`config.mk`:
```
export PLATFORM = sky130hd
export DESIGN_NAME = sseg_scanner
export DESIGN_NICKNAME = d
export VERILOG_FILES = /design/src/rtl/sseg_scanner.sv
export SDC_FILE = /design/constraint.sdc
export NUM_CORES = 1
export LEC_CHECK = 0
export CORE_UTILIZATION = 45
export CTS_BUF_LIST = sky130_fd_sc_hd__clkbuf_8
export CTS_CLUSTER_SIZE = 30
export DETAILED_ROUTE_END_ITERATION = 7
export PLACE_DENSITY = 0.67
export SKIP_LAST_GASP = 1
export SLEW_MARGIN = 20
export SYNTH_ARGS = -nofsm -noshare
export SYNTH_HDL_FRONTEND = slang
export SYNTH_SLANG_ARGS = --single-unit
```
`constraint.sdc`:
```
create_clock -name clk -period 2.9 [get_ports clk]
set_clock_uncertainty 0.2 [all_clocks]
set_input_delay 0.725 -clock clk [delete_from_list [all_inputs] [get_ports clk]]
set_output_delay 0.725 -clock clk [all_outputs]
set_load 0.05 [all_outputs]
```
`src/rtl/sseg_scanner.sv`:
```
// Time-multiplexed common-anode seven-segment driver with frame-synchronous double buffering.
// Build option: define SSEG_HEX_EN to show nibbles 10-15 as hex glyphs instead of a dash.
module sseg_scanner #(
    parameter int NUM_DIGITS  = 4,
    parameter int REFRESH_DIV = 50000
) (
    input  logic                    clk,
    input  logic                    reset,
    input  logic [4*NUM_DIGITS-1:0] digits,
    input  logic [NUM_DIGITS-1:0]   dp,
    input  logic [NUM_DIGITS-1:0]   blank,
    input  logic                    load,
    output logic [NUM_DIGITS-1:0]   an,
    output logic [7:0]              sseg,
    output logic                    frame_start
);

    localparam int TW = (REFRESH_DIV > 2) ? $clog2(REFRESH_DIV) : 1;
    localparam int IW = (NUM_DIGITS > 1) ? $clog2(NUM_DIGITS) : 1;
    localparam logic [TW-1:0] TICK_LAST = TW'(REFRESH_DIV - 1);
    localparam logic [IW-1:0] IDX_LAST  = IW'(NUM_DIGITS - 1);

    logic [4*NUM_DIGITS-1:0] pend_digits, act_digits, nxt_digits;
    logic [NUM_DIGITS-1:0]   pend_dp, act_dp, nxt_dp;
    logic [NUM_DIGITS-1:0]   pend_blank, act_blank, nxt_blank;

    logic [TW-1:0]         tick_cnt;
    logic [IW-1:0]         idx;
    logic [3:0]            sel_nib;
    logic                  sel_dp;
    logic                  sel_blank;
    logic [NUM_DIGITS-1:0] an_sel;

    function automatic logic [6:0] decode(input logic [3:0] nib);
        logic [6:0] seg;
        case (nib)
            4'h0:    seg = 7'b0000001;
            4'h1:    seg = 7'b1001111;
            4'h2:    seg = 7'b0010010;
            4'h3:    seg = 7'b0000110;
            4'h4:    seg = 7'b1001100;
            4'h5:    seg = 7'b0100100;
            4'h6:    seg = 7'b0100000;
            4'h7:    seg = 7'b0001111;
            4'h8:    seg = 7'b0000000;
            4'h9:    seg = 7'b0000100;
`ifdef SSEG_HEX_EN
            4'hA:    seg = 7'b0001000;
            4'hB:    seg = 7'b1100000;
            4'hC:    seg = 7'b0110001;
            4'hD:    seg = 7'b1000010;
            4'hE:    seg = 7'b0110000;
            4'hF:    seg = 7'b0111000;
            default: seg = 7'b1111111;
`else
            default: seg = 7'b1111110;
`endif
        endcase
        return seg;
    endfunction

    // frame_start is high while the dead cycle of slot 0 is on the pins; that cycle is
    // the frame boundary, so a load in it bypasses pending and lands in this frame.
    always_comb begin
        nxt_digits = act_digits;
        nxt_dp     = act_dp;
        nxt_blank  = act_blank;
        if (frame_start) begin
            if (load) begin
                nxt_digits = digits;
                nxt_dp     = dp;
                nxt_blank  = blank;
            end else begin
                nxt_digits = pend_digits;
                nxt_dp     = pend_dp;
                nxt_blank  = pend_blank;
            end
        end
    end

    always_comb begin
        sel_nib   = 4'h0;
        sel_dp    = 1'b0;
        sel_blank = 1'b1;
        an_sel    = '1;
        for (int i = 0; i < NUM_DIGITS; i++) begin
            if (idx == IW'(i)) begin
                sel_nib   = nxt_digits[4*i +: 4];
                sel_dp    = nxt_dp[i];
                sel_blank = nxt_blank[i];
                an_sel[i] = 1'b0;
            end
        end
    end

    // tick_cnt/idx name the slot position the outputs will show after the next edge.
    always_ff @(posedge clk) begin
        if (reset) begin
            pend_digits <= '0;
            pend_dp     <= '0;
            pend_blank  <= '1;
            act_digits  <= '0;
            act_dp      <= '0;
            act_blank   <= '1;
            tick_cnt    <= '0;
            idx         <= '0;
            an          <= '1;
            sseg        <= 8'hFF;
            frame_start <= 1'b0;
        end else begin
            if (load) begin
                pend_digits <= digits;
                pend_dp     <= dp;
                pend_blank  <= blank;
            end
            act_digits <= nxt_digits;
            act_dp     <= nxt_dp;
            act_blank  <= nxt_blank;

            if (tick_cnt == TICK_LAST) begin
                tick_cnt <= '0;
                idx      <= (idx == IDX_LAST) ? '0 : idx + IW'(1);
            end else begin
                tick_cnt <= tick_cnt + TW'(1);
            end

            frame_start <= (tick_cnt == '0) && (idx == '0);

            if ((tick_cnt == '0) || sel_blank) begin
                an   <= '1;
                sseg <= 8'hFF;
            end else begin
                an   <= an_sel;
                sseg <= {~sel_dp, decode(sel_nib)};
            end
        end
    end

endmodule

```
After elaboration in Yosys (flattened, before gate mapping)
Memories as Yosys holds them, arrays and structs flattened. A register that Yosys moved wholly into a read port is not among the register bits.
Cells that the tools add are included.
- logic and storage cells: 48
- ROM bits: 112
- output and inout bits: 13
- bits in registers: 79
- memories kept: 1
- input port bits: 27
- reductions and logical operators: 6
- equality and inequality tests: 4
- add/sub/neg operators: 2
- muxes and demuxes: 23
- bitwise gates (word level): 1
- memories (memory ; words ; bits a word ; read ports ; clocked after memory_dff ; wr ports ; RTL line ; RTL):
    (name not given) ; 16 ; 7 ; 1 ; 1 ; 0 ; 36 ; case (nib)
- operators with widths (operator ; number):
    $mux 16 ; 2
    $mux 4 ; 8
    $add 16x1->16 const B ; 1
    $eq 16x16->1 const B ; 1
    $logic_not 16->1 ; 1
    $mux 1 ; 12
    $eq 2x2->1 const B ; 2
    $reduce_or 2->1 ; 2
    $add 2x1->2 const B ; 1
    $eq 2x1->1 const B ; 1
    $logic_not 2->1 ; 1
    $mux 2 ; 1
    $logic_and 1x1->1 ; 1
    $logic_or 1x1->1 ; 1
    $not 1->1 ; 1

Longest topological paths before layout
- depth after elaboration: 8
- depth in mapped cells: 10

Worst setup path before layout
Ideal clock, no wire load.
- kind: input port to flip-flop
- start point: in load
- end point: reg sseg[6]
- data arrival time: 2.321 ns
- slack: 0.246 ns
- setup time: 0.133 ns
- stages: 10
- buffers on the path: 2
- cell sequence: buf_6 -> buf_12 -> mux2i_1 -> a21oi_1 -> a221oi_1 -> a221o_1 -> inv_1 -> ha_1 -> mux2i_1 -> a32oi_1
- longest elaborated chain between the ends: 8
- elaborated cells on any way between the ends: 14
- those cells by class: mux (12); reduce/logical (2)
- ends and longest elaborated chain (what ; RTL line ; RTL):
    start: declaration ; 12 ; input logic load,
    $mux 4 ; 69 ; if (load) begin
    $mux 4 ; 68 ; if (frame_start) begin
    $mux 1 (4 in a row) ; 87 ; if (idx == IW'(i)) begin
    $logic_or 1x1->1 ; 129 ; if ((tick_cnt == '0) || sel_blank) begin
    $reduce_or 2->1 (no line) ; -- ;
    end: declaration ; 14 ; output logic [7:0] sseg,
Several ways; a longest one is shown, not always the timed one.
A chain may end at the register's enable or synchronous reset.

Worst setup path after layout
Ends and elaborated chain as after synthesis.

==> run_results.csv <==
group,metric,value,unit
cts,cts_tree,"built",
route,drt-total-wl,6.67,mm
setup_path,start_kind,"input port",
route,avgViaCountPerCell,4.95,
cells_and_area,drive_gt1_share,14.3,%
route,dr.pass1.iters,4,
placed_design,place_area,0.00393,mm^2
timing,setup_viol,0,
timing,final.setup.tns,0,ps
timing,drv_slew,0,
min_path,hold_class,"reg2reg",
floorplanning,start_util,46.2,%
cts,htreeDepth,3,
setup_path,worstSetupPathType,"in2reg",
timing,holdWs,284,ps
cells_and_area,final_nets,448,
synth,synth_largest_area_cell,"dfxtp_1",
timing,tightest_slew,506,ps
route,drtAntennaViolNets,0,
setup_path,crit_arrival,2840,ps
timing,maxClockFrequency,356,MHz
placed_design,dp.cells,492,
timing,layout_worst_path_cycle_share,96.9,%
synth,synth_cells,352,
run,drv_cap,0,
grt,grt_max_degree,41,
synth,synth-edff-count,0,
setup_path,worstPathMaxFanout,13,
synth,yosys-top-cells-area,"dfxtp_1 47%, mux2i_1 8.1%, nor2_1 7.7%, ha_1 4.9%, a21oi_1 2.4%",
power_and_ir_drop,total_power,2.49,mW
cells_and_area,postLayoutCellArea,0.00422,mm^2
placed_design,gp_congestion,0.769,
cts,root_buffer,"clkbuf_8",
floorplanning,io_pins,40,
grt,grt_pass1_wl,10.9,mm
route,wl_per_cell,13.0,um
grt,grt_overflow,0,
grt,antenna_found_initial,0,
synth,synth_area,0.00333,mm^2
power_and_ir_drop,leakagePower,1.76,nW
synth,synth.top_cell.area_share,47.4,%
cts,ctsHoldBuffers,0,
floorplanning,die-width,88.1,um
grt,track_usage,18.6,%
floorplanning,core_area,0.00721,mm^2
cts,cts_sinks,79,
cts,cts.path.max_buffers,2,
route,top_layer,"met4",
synth,seq_area_frac_synth,47.4,%
route,drtIter0Drc,124,
timing,period_needed,2810,ps
cells_and_area,diodes,0,
grt,grt_pass1_vias,2385,
power_and_ir_drop,ir_worst_vdd,0.262,mV
synth,ys_warn_count,0,
synth,syn_area_per_cell,9.47,um^2
cells_and_area,fill_cells,663,
timing,max_slew_margin,66.2,%
setup_path,required,2930,ps
power_and_ir_drop,p_per_area,589,mW/mm^2
cts,cts_buffers,9,
cts,path_clk_slew,80,ps
route,drt_drc_violations_left,0,
synth,ys_ff_latch,79,
setup_path,endpoint_kind,"flop",
floorplanning,dieHeight,88.1,um
route,drt-met1-wl,3.30,mm
cells_and_area,area_growth,26.5,%
floorplanning,num_rows,31,
synth,async_flop_share,0,%
synth,synth_ff_type,"dfxtp_1",
placed_design,dp.final_hpwl,4.55,mm
timing,hold_violations,0,
placed_design,io_buffer_count,39,
route,met3_length,261,um
route,routed-via-count,2533,
synth,ys_types,46,
status,status,"completed",
synth,syn_nets,392,
route,wl_met2,2.96,mm
floorplanning,dieArea,0.00776,mm^2
cells_and_area,fin_cells,512,
cts,insertion_delay,350,ps
## logic make-up (layout without fill, tap and decap cells)
kind of cell	after synthesis	in the layout	synth area share (%)
fa+ha+maj	13	13	4.88
xor+xnor	13	13	3.41
simple gates	135	135	19.1
buf+inv	29	90	4.80
compound gates	53	53	11.3
mux	30	30	9.12
flops	79	79	47.4
## cell usage in the layout (no fill, tap or decap), types with 2 or more instances in the layout
cell type        netlist  routed
a211oi_1               4       4
a21o_1                 5       5
a21oi_1               16      16
a221oi_1               5       3
a221oi_2               2       4
a32oi_1                4       4
and3_1                 3       3
buf_12                 1       4
buf_4                  0      22
bufinv_16              0       2
clkbuf_8               0      11
clkdlybuf4s50_1        0      38
dfxtp_1               79      79
ha_1                  13      13
inv_1                 10      12
mux2_2                 3       3
mux2i_1               27      23
mux2i_2                0       4
nand2_1               20      20
nand2b_1               7       7
nand3_1                4       4
nand4_1                3       3
nor2_1                68      68
nor2b_1               12      12
nor3_1                 2       2
o21ai_0               10      10
o21ai_1                2       2
or2_2                  3       3
or3_1                  2       2
xnor2_1                7       7
xor2_1                 6       6
## where the power goes
part | leakage, nW | total [mW] | switching (mW) | internal, mW
Combinational | 0.987 | 0.421 | 0.218 | 0.204
Sequential | 0.647 | 1.16 | 0.0188 | 1.14
Clock | 0.122 | 0.903 | 0.379 | 0.524
Total | 1.76 | 2.49 | 0.615 | 1.87
## per-stage QoR
stage	worst slack, ps	utilization [%]
after detailed placement	-313	54.5
after global placement	-332	54.5
final	90.3	58.5
after CTS	57.2	57.6
after floorplan	246	-
after global routing	-6.33	58.5
## what timing repair did
| item | in CTS | in global routing |
|---|---|---|
| buffers inserted | 0 | 4 |
| resized for setup | 0 | 7 |
| setup endpoints to repair | 0 | 10 |
## cells in the mapped netlist (2+ instances only)
| cell | n |
|---|---|
| nor2_1 | 68 |
| and3_1 | 3 |
| a21oi_1 | 16 |
| a21o_1 | 5 |
| xor2_1 | 6 |
| ha_1 | 13 |
| nand3_1 | 4 |
| o21ai_1 | 2 |
| or2_2 | 3 |
| nor3_1 | 2 |
| nor2b_1 | 12 |
| inv_1 | 10 |
| o21ai_0 | 10 |
| buf_6 | 2 |
| mux2i_1 | 27 |
| nand2_1 | 20 |
| mux2_2 | 3 |
| clkbuf_1 | 8 |
| or3_1 | 2 |
| a221oi_2 | 2 |
| nand4_1 | 3 |
| dfxtp_1 | 79 |
| nand2b_1 | 7 |
| xnor2_1 | 7 |
| a32oi_1 | 4 |
| a211oi_1 | 4 |
| buf_2 | 7 |
| a221oi_1 | 5 |
## sequential cells by signal, indices dropped and copies added (netlist names)
signal,flops
act_dp,4
pend_dp,4
act_digits,16
pend_digits,16
act_blank,4
tick_cnt,16
frame_start,1
an,4
pend_blank,4
idx,2
sseg,8
## worst paths after layout
path	startpoint	depth (start not counted)	slack, ps	end
worst max-delay path	load	9	90	sseg[6]
worst min-delay path	pend_blank[2]	2	280	pend_blank[2]
worst max register to register	idx[0]	9	420	sseg[6]
worst min register to register	pend_blank[2]	2	280	pend_blank[2]
## layer usage
| metal | vias up | GRT usage [%] |
|---|---|---|
| met5 | - | 0 |
| met4 | 0 | 7.92 |
| met3 | 18 | 5.56 |
| met2 | 42 | 28.7 |
| met1 | 1170 | 24.2 |
| li1 | 1303 | - |
## worst max-delay path, cell delays in order
cell,delay [ps]
clkdlybuf4s50_1,500
buf_12,170
buf_12,140
mux2i_2,230
a21oi_1,130
a211o_1,350
nor3_4,270
buf_4,210
a32oi_1,100
## layout make-up
type | count | area [um^2] | area share, %
flip-flops and latches | 79 | 1580 | 37.5
inverters | 10 | 37.5 | 0.890
multi-input cells | 244 | 1630 | 38.6
repair buffers | 64 | 626 | 14.8
clock inverters | 5 | 72.6 | 1.72
well taps | 99 | 124 | 2.94
clock buffers | 11 | 151 | 3.59
(Power assumes the default switching activity.)
